<file path="config.mk">
export PLATFORM = sky130hd
export DESIGN_NAME = config_loader
export DESIGN_NICKNAME = d
export VERILOG_FILES = /design/src/rtl/config_loader.sv
export SDC_FILE = /design/constraint.sdc
export NUM_CORES = 1
export LEC_CHECK = 0
export ABC_AREA = 1
export BUFFER_PORTS_ARGS = -buffer_cell sky130_fd_sc_hd__buf_4
export CELL_PAD_IN_SITES_DETAIL_PLACEMENT = 1
export CELL_PAD_IN_SITES_GLOBAL_PLACEMENT = 1
export CORE_ASPECT_RATIO = 2
export CORE_MARGIN = 1.5
export CORE_UTILIZATION = 25
export CTS_BUF_LIST = sky130_fd_sc_hd__clkbuf_4
export DETAILED_ROUTE_END_ITERATION = 12
export PLACE_DENSITY = 0.66
export SYNTH_ARGS = -nofsm -noshare
export SYNTH_HDL_FRONTEND = slang
export SYNTH_SLANG_ARGS = --single-unit
</file>
<file path="constraint.sdc">
create_clock -name clock -period 1.99 [get_ports clock]
set_clock_uncertainty 0.05 [all_clocks]
set_input_delay 0.199 -clock clock [delete_from_list [all_inputs] [get_ports clock]]
set_output_delay 0.199 -clock clock [all_outputs]
set_load 0.03 [all_outputs]
</file>
<file path="src/rtl/config_loader.sv">
// Master end of the fabric configuration chain: takes bitstream words over a
// valid/ready handshake and shifts them MSB-first into the tile config chain.
module config_loader #(
  parameter int WORD_WIDTH   = 8,
  parameter int CHAIN_LENGTH = 36
) (
  input  logic                  clock,
  input  logic                  reset,
  input  logic                  start,
  input  logic [WORD_WIDTH-1:0] word_data,
  input  logic                  word_valid,
  output logic                  word_ready,
  output logic                  config_in,
  output logic                  config_enable,
  output logic                  config_nreset,
  output logic                  busy,
  output logic                  done
);

  localparam int NUM_WORDS = (CHAIN_LENGTH + WORD_WIDTH - 1) / WORD_WIDTH;
  localparam int BCW       = $clog2(WORD_WIDTH + 1);
  localparam int WCW       = $clog2(NUM_WORDS + 1);

  typedef enum logic [2:0] {
    S_IDLE,
    S_CLEAR,
    S_LOAD,
    S_SHIFT,
    S_DONE
  } state_t;

  state_t                r_state;
  state_t                w_nextState;
  logic [WORD_WIDTH-1:0] r_shreg;
  logic [BCW-1:0]        r_bitCnt;
  logic [WCW-1:0]        r_wordCnt;
  logic                  w_lastBit;
  logic                  w_moreWords;
  logic                  w_take;

  assign w_lastBit   = (r_bitCnt == BCW'(1));
  assign w_moreWords = (r_wordCnt < WCW'(NUM_WORDS));
  assign w_take      = word_valid && word_ready;

  always_ff @(posedge clock) begin
    if (reset) begin
      r_state <= S_IDLE;
    end else begin
      r_state <= w_nextState;
    end
  end

  // On the last bit of a word the next word may be taken in the same cycle,
  // so a steady source streams with no bubble between words.
  always_comb begin
    w_nextState = r_state;
    case (r_state)
      S_IDLE:  if (start) w_nextState = S_CLEAR;
      S_CLEAR: w_nextState = S_LOAD;
      S_LOAD:  if (w_take) w_nextState = S_SHIFT;
      S_SHIFT: begin
        if (w_lastBit) begin
          if (!w_moreWords) begin
            w_nextState = S_DONE;
          end else if (!w_take) begin
            w_nextState = S_LOAD;
          end
        end
      end
      S_DONE:  w_nextState = S_IDLE;
      default: w_nextState = S_IDLE;
    endcase
  end

  always_comb begin
    word_ready    = (r_state == S_LOAD) ||
                    ((r_state == S_SHIFT) && w_lastBit && w_moreWords);
    config_enable = (r_state == S_SHIFT);
    config_in     = (r_state == S_SHIFT) ? r_shreg[WORD_WIDTH-1] : 1'b0;
    config_nreset = (r_state != S_CLEAR);
    busy          = (r_state == S_CLEAR) || (r_state == S_LOAD) ||
                    (r_state == S_SHIFT);
    done          = (r_state == S_DONE);
  end

  always_ff @(posedge clock) begin
    if (reset) begin
      r_shreg   <= '0;
      r_bitCnt  <= '0;
      r_wordCnt <= '0;
    end else begin
      if (w_take) begin
        r_shreg   <= word_data;
        r_bitCnt  <= BCW'(WORD_WIDTH);
        r_wordCnt <= r_wordCnt + WCW'(1);
      end else if (r_state == S_SHIFT) begin
        r_shreg  <= {r_shreg[WORD_WIDTH-2:0], 1'b0};
        r_bitCnt <= r_bitCnt - BCW'(1);
      end
      if (r_state == S_CLEAR) begin
        r_wordCnt <= '0;
      end
    end
  end

endmodule

</file>
---- Yosys cells after proc, flatten, opt, wreduce, memory -nomap -nowiden ----
Cells that the tools add are included.
cells by class
  order comparisons ....................... 1
  divide/modulo/power cells ............... 0
  multiply operators ...................... 0
  equal/unequal tests ..................... 10
  add/subtract/negate cells ............... 2
  multiplexer cells ....................... 11
  reductions and logical operators ........ 11
  shift-type cells ........................ 0
  bitwise operators ....................... 0
operator list
  operator                                                             number
  8-bit two-way mux                                                    2
  3-bit two-way mux                                                    5
  3-bit one-hot mux with 4 select lines                                1
  4-bit two-way mux                                                    2
  3-bit by 2-bit == test with 1-bit output (second input constant)     2
  4-bit by 1-bit == test with 1-bit output (second input constant)     1
  2-bit != test (second input constant)                                2
  4-bit AND reduction                                                  1
  2-bit OR reduction                                                   2
  4-bit by 1-bit subtractor with 4-bit output (second input constant)  1
  3-bit by 1-bit adder with 3-bit output (second input constant)       1
  3-bit by 1-bit == test with 1-bit output (second input constant)     1
  3-bit == test (second input constant)                                1
  1-bit logical AND                                                    3
  3-bit logical NOT                                                    1
  1-bit logical OR                                                     3
  3-bit less-than comparator (second input constant)                   1
  3-bit by 1-bit != test with 1-bit output (second input constant)     1
  3-bit != test (second input constant)                                1
  2-bit by 1-bit != test with 1-bit output (second input constant)     1
  2-bit nonzero test                                                   1
  1-bit two-way mux                                                    1
storage, ports and cells
  memories ................................ 0
  ROM bits ................................ 0
  output and inout port bits .............. 6
  bits in registers ....................... 18
  latch bits .............................. 0
  RAM bits ................................ 0

---- Logic depth before layout (Yosys ltp) ----
  depth in word-level cells ............... 9
  gate-level depth with buffers ........... 10
  gate-level depth less buffers ........... 10

---- Worst setup path after synthesis ----
No wires, ideal clock.
  path kind ............................... register to register
  start point ............................. reg r_bitCnt[1]
  end point ............................... reg r_shreg[2]
  arrival time ............................ 1.354 ns
  stages on the path, launching flop included .. 9
  required time ........................... 1.827 ns
  buffers on the path ..................... 1
  path slack .............................. 0.474 ns
  library setup time ...................... 0.113 ns
  cell sequence ........................... dfxtp_1 > inv_1 > ha_1 > nand3_1 > o21bai_4 > nand2_2 > buf_2 > nor2_1 > nor2_1
between the ends
  longest elaborated chain between the ends .. 6
ends and longest elaborated chain
  what                                                     line  source
  from (decl)                                              35    logic [BCW-1:0] r_bitCnt;
  from (signal assigned)                                   94    r_bitCnt <= BCW'(WORD_WIDTH);
  from (signal assigned)                                   98    r_bitCnt <= r_bitCnt - BCW'(1);
  4-bit by 1-bit == test with 1-bit output (*)             41    assign w_lastBit = (r_bitCnt == BCW'(1));
  1-bit logical AND (*) (2 in a row)                       77    ((r_state == S_SHIFT) && w_lastBit && w_moreWords);
  1-bit logical OR (*)                                     76    word_ready = (r_state == S_LOAD) ||
  named net word_ready                                     12    output logic word_ready,
  1-bit logical AND (*)                                    43    assign w_take = word_valid && word_ready;
  8-bit two-way mux or 2-bit nonzero test (tied branches)  -
  to (signal assigned)                                     93    r_shreg <= word_data;
  to (signal assigned)                                     97    r_shreg <= {r_shreg[WORD_WIDTH-2:0], 1'b0};
  to (decl)                                                34    logic [WORD_WIDTH-1:0] r_shreg;
Mark *: on every way through the listed nets, which the timed path passes. The rest lies on a longest branch.
A chain may end at the register's enable or synchronous reset.

---- Worst setup path in the final report ----
  start point ............................. reg r_state[0]
  end point ............................... out word_ready
between the ends
  longest elaborated chain between the ends .. 4
ends and longest elaborated chain
  what                                      line  source
  from (decl)                               32    state_t r_state;
  from (signal assigned)                    49    r_state <= w_nextState;
  3-bit by 2-bit == test with 1-bit output  77
  1-bit logical AND (2 in a row)            77
  1-bit logical OR (*)                      76
  to (decl)                                 12
Mark *: on every way between the ends. The rest lies on a longest branch, timed or not.

==> metrics.md <==
| Metric | Value |
|---|---|
| Share of cells above drive strength 1 | `between 10% and 20%` |
| Area grow syn2layout | `20.60%` |
| Placer Congestion | `0.7518` |
| Slew of the pin with the lowest slew margin | `0.4406 ns` |
| Startpoint types | `flop` |
| Number of synthesized register bits | `18` |
| Vias per Instance | `4.611` |
| Nets@finish | `179` |
| Setup Fix Bufs, Post-CTS | `0` |
| Die Wd | `46.95 µm` |
| Clock Path Buffers | `2` |
| Post-route clock period utilization | `between 80% and 90%` |
| WS Path Type | `flop to output port` |
| DRT Pass-1 Iters | `3` |
| Setup tns final | `0 ns` |
| Most common cell after layout, fill and taps aside | `nand2_1` |
| Largest net degree at the start of global routing | `21` |
| Total GRT Usage | `between 10% and 20%` |
| Die Ht | `between 90 and 100 µm` |
| Sequential area share after synthesis | `37.31%` |
| # rows | `31` |
| Core Box Area | `~0.0036 mm²` |
| CP max stage delay | `0.36 ns` |
| Synth unique cells | `23` |
| CP Capture Type | `output port` |
| DRC viols | `0` |
| WL final | `2486 µm` |
| Leak Pwr | `between 0.5 and 0.6 nW` |
| Hold Vio Cnt, Final | `0` |
| Maximum VDD drop | `between 0.0004 and 0.0005 V` |
| Routed wire length per instance | `~12 µm` |
| Port Buffer Count | `17` |
| PostCTS Resize Cnt | `0` |
| Hold Crit Class | `primary input to flop` |
| Synth Net Count | `160` |
| Fillers | `slightly below 500` |
| Vias in the first global route | `around 1.0k` |
| IO Pins | `18` |
| Fin crit period | `1.785 ns` |
| Die area | `roughly 0.0043 mm²` |
| CTS tree | `yes` |
| Worst-path fanout max | `7` |
| FMAX | `about 560 MHz` |
| Total power | `approximately 0.0013 W` |
| Register Area | `360.3 µm²` |
| Fin cells | `between 200 and 250` |
| Clock slew at reported path FFs | `between 0.1 and 0.15 ns` |
| Initial antenna violation count | `0` |
| Post-synthesis instance area | `~970 µm²` |
| Remaining antenna violation count | `0` |
| Mapped Avg Cell Area | `roughly 6.7 µm²` |
| RSZ-0062 raised after global routing | `no` |
| Cts bufs inserted | `3` |
| Insertion delay to the later sink of the worst-skew pair | `approximately 0.30 ns` |
| Cell area after layout | `approximately 0.0012 mm²` |
| Clock root buffer | `clkbuf_4` |
| Worst path most repeated cell | `buf_4` |
| Status | `finished, final reports clean` |
| Power Dens Cells | `1147 mW/mm²` |
| CTS sink count | `18` |
| Initial Utilization | `between 20% and 30%` |
| CP required | `about 1.7 ns` |
| Detailed-placement wirelength estimate | `between 1500 and 2000 µm` |
| Final Max Slew Viols | `0` |
| Warnings, synthesis | `0` |
| Antenna Cells | `0` |
| Utilization after layout | `between 30% and 40%` |
| Crit path DAT | `approximately 1.5 ns` |
| Cells after synthesis | `about 150` |
| Global-route wire length before repair | `roughly 4400 µm` |
| Hold-fix buffers, CTS | `0` |
| Initial DRC Count | `11` |
| Leading register cell type out of synthesis | `dfxtp_1` |
| Total grt overflow | `0` |
| CP cell instances | `inv_1 -> nand2_1 -> nor2_1 -> o21bai_4 -> buf_4 -> buf_4` |
| Area occupied by multi-input gates | `between 500 and 600 µm²` |
| Number of flops mapped to enable cells by yosys | `0` |
| Placed instance count | `roughly 210` |
| Relative slew slack | `70.59%` |
| Slowest stage cell, crit path | `dfxtp_1` |
| Final setup viols | `0` |
| Post-DP Area | `0.001142 mm²` |
| Via count | `973` |
| Most frequent cells in the layout | `nand2_1 (38), nor2_1 (22), buf_4 (19)` |
| Max-cap violation count | `0` |
| Async S/R FF share, synth | `0%` |
| CTS H-tree depth | `1` |
==> path summary, 6_finish.rpt <==
path | slack (ns) | cells after the start | from | end
worst min register to register | 0.44 | 2 | r_bitCnt[1]$_SDFFE_PP0P_ | r_bitCnt[1]$_SDFFE_PP0P_
worst max-delay path | 0.20 | 6 | r_state[0]$_SDFFE_PP0P_ | word_ready
worst max register to register | 0.39 | 8 | r_state[1]$_SDFFE_PP0P_ | r_state[1]$_SDFFE_PP0P_
worst min-delay path | 0.07 | 2 | reset | r_shreg[6]$_SDFFE_PP0P_
==> where the power goes <==
group          total (W)  internal (W)  switching, W
registers       0.000515      0.000448     0.0000669
clock network   0.000187     0.0000704      0.000117
logic           0.000634      0.000233      0.000401
==> sequential cells by signal (all words and copies together) (netlist names) <==
name       cells
r_shreg        8
r_bitCnt       4
r_state        3
r_wordCnt      3
==> cell usage after synthesis (2+ instances only) <==
master / number / area (µm²)
nand2_1: 38 / 142.6
nor2_1: 22 / 82.58
dfxtp_1: 18 / 360.4
nand3_1: 17 / 85.08
inv_1: 15 / 56.30
a21oi_1: 10 / 50.05
clkbuf_1: 3 / 11.26
ha_1: 3 / 37.54
nand2_2: 3 / 18.77
o21ai_0: 2 / 10.01
xor2_1: 2 / 17.52
==> metrics by stage <==
stage	hold WS, ns	setup slack, ns
after CTS	0.05891	0.1851
after floorplan	0.2181	0.4735
after global routing	0.05594	0.1094
after global placement	0.3735	0.4449
after detailed placement	0.3800	0.4075
final	0.06695	0.2046
==> worst max-delay path: cells and delay by family (launching register included) <==
kind / cells / cell delay, ns
AO/OA/AOI/OAI: 1 / 0.17
flip-flops: 1 / 0.36
buffers and inverters: 3 / 0.43
AND/OR/NAND/NOR: 2 / 0.27
==> area by class of cell <==
| class | count | area share (%) |
|---|---|---|
| multi-input combinational | 106 | 44.47 |
| sequential | 18 | 30.93 |
| timing repair buffer | 19 | 12.24 |
| tap | 49 | 5.263 |
| inverter | 16 | 5.156 |
| clock buffer | 3 | 1.933 |
==> kinds of logic (layout without fill, tap and decap cells) <==
kind of cell	count (synthesis)	in the layout	share of synthesized area, %
AND/OR/NAND/NOR	85	85	37.82
adder cells (fa/ha/maj)	3	3	3.886
XOR/XNOR	2	2	1.814
flip-flops	18	18	37.31
buffers and inverters	21	38	9.066
AO/OA/AOI/OAI	16	16	10.10
==> per-layer routing <==
metal	global-route usage (%)	vias up	part of all wire [%]
met5	0	-	0
met3	1.400	4	2.5
met1	15.51	463	40
met4	5.556	0	1.5
li1	-	491	-
met2	23.52	15	55
(Power assumes the default switching activity.)
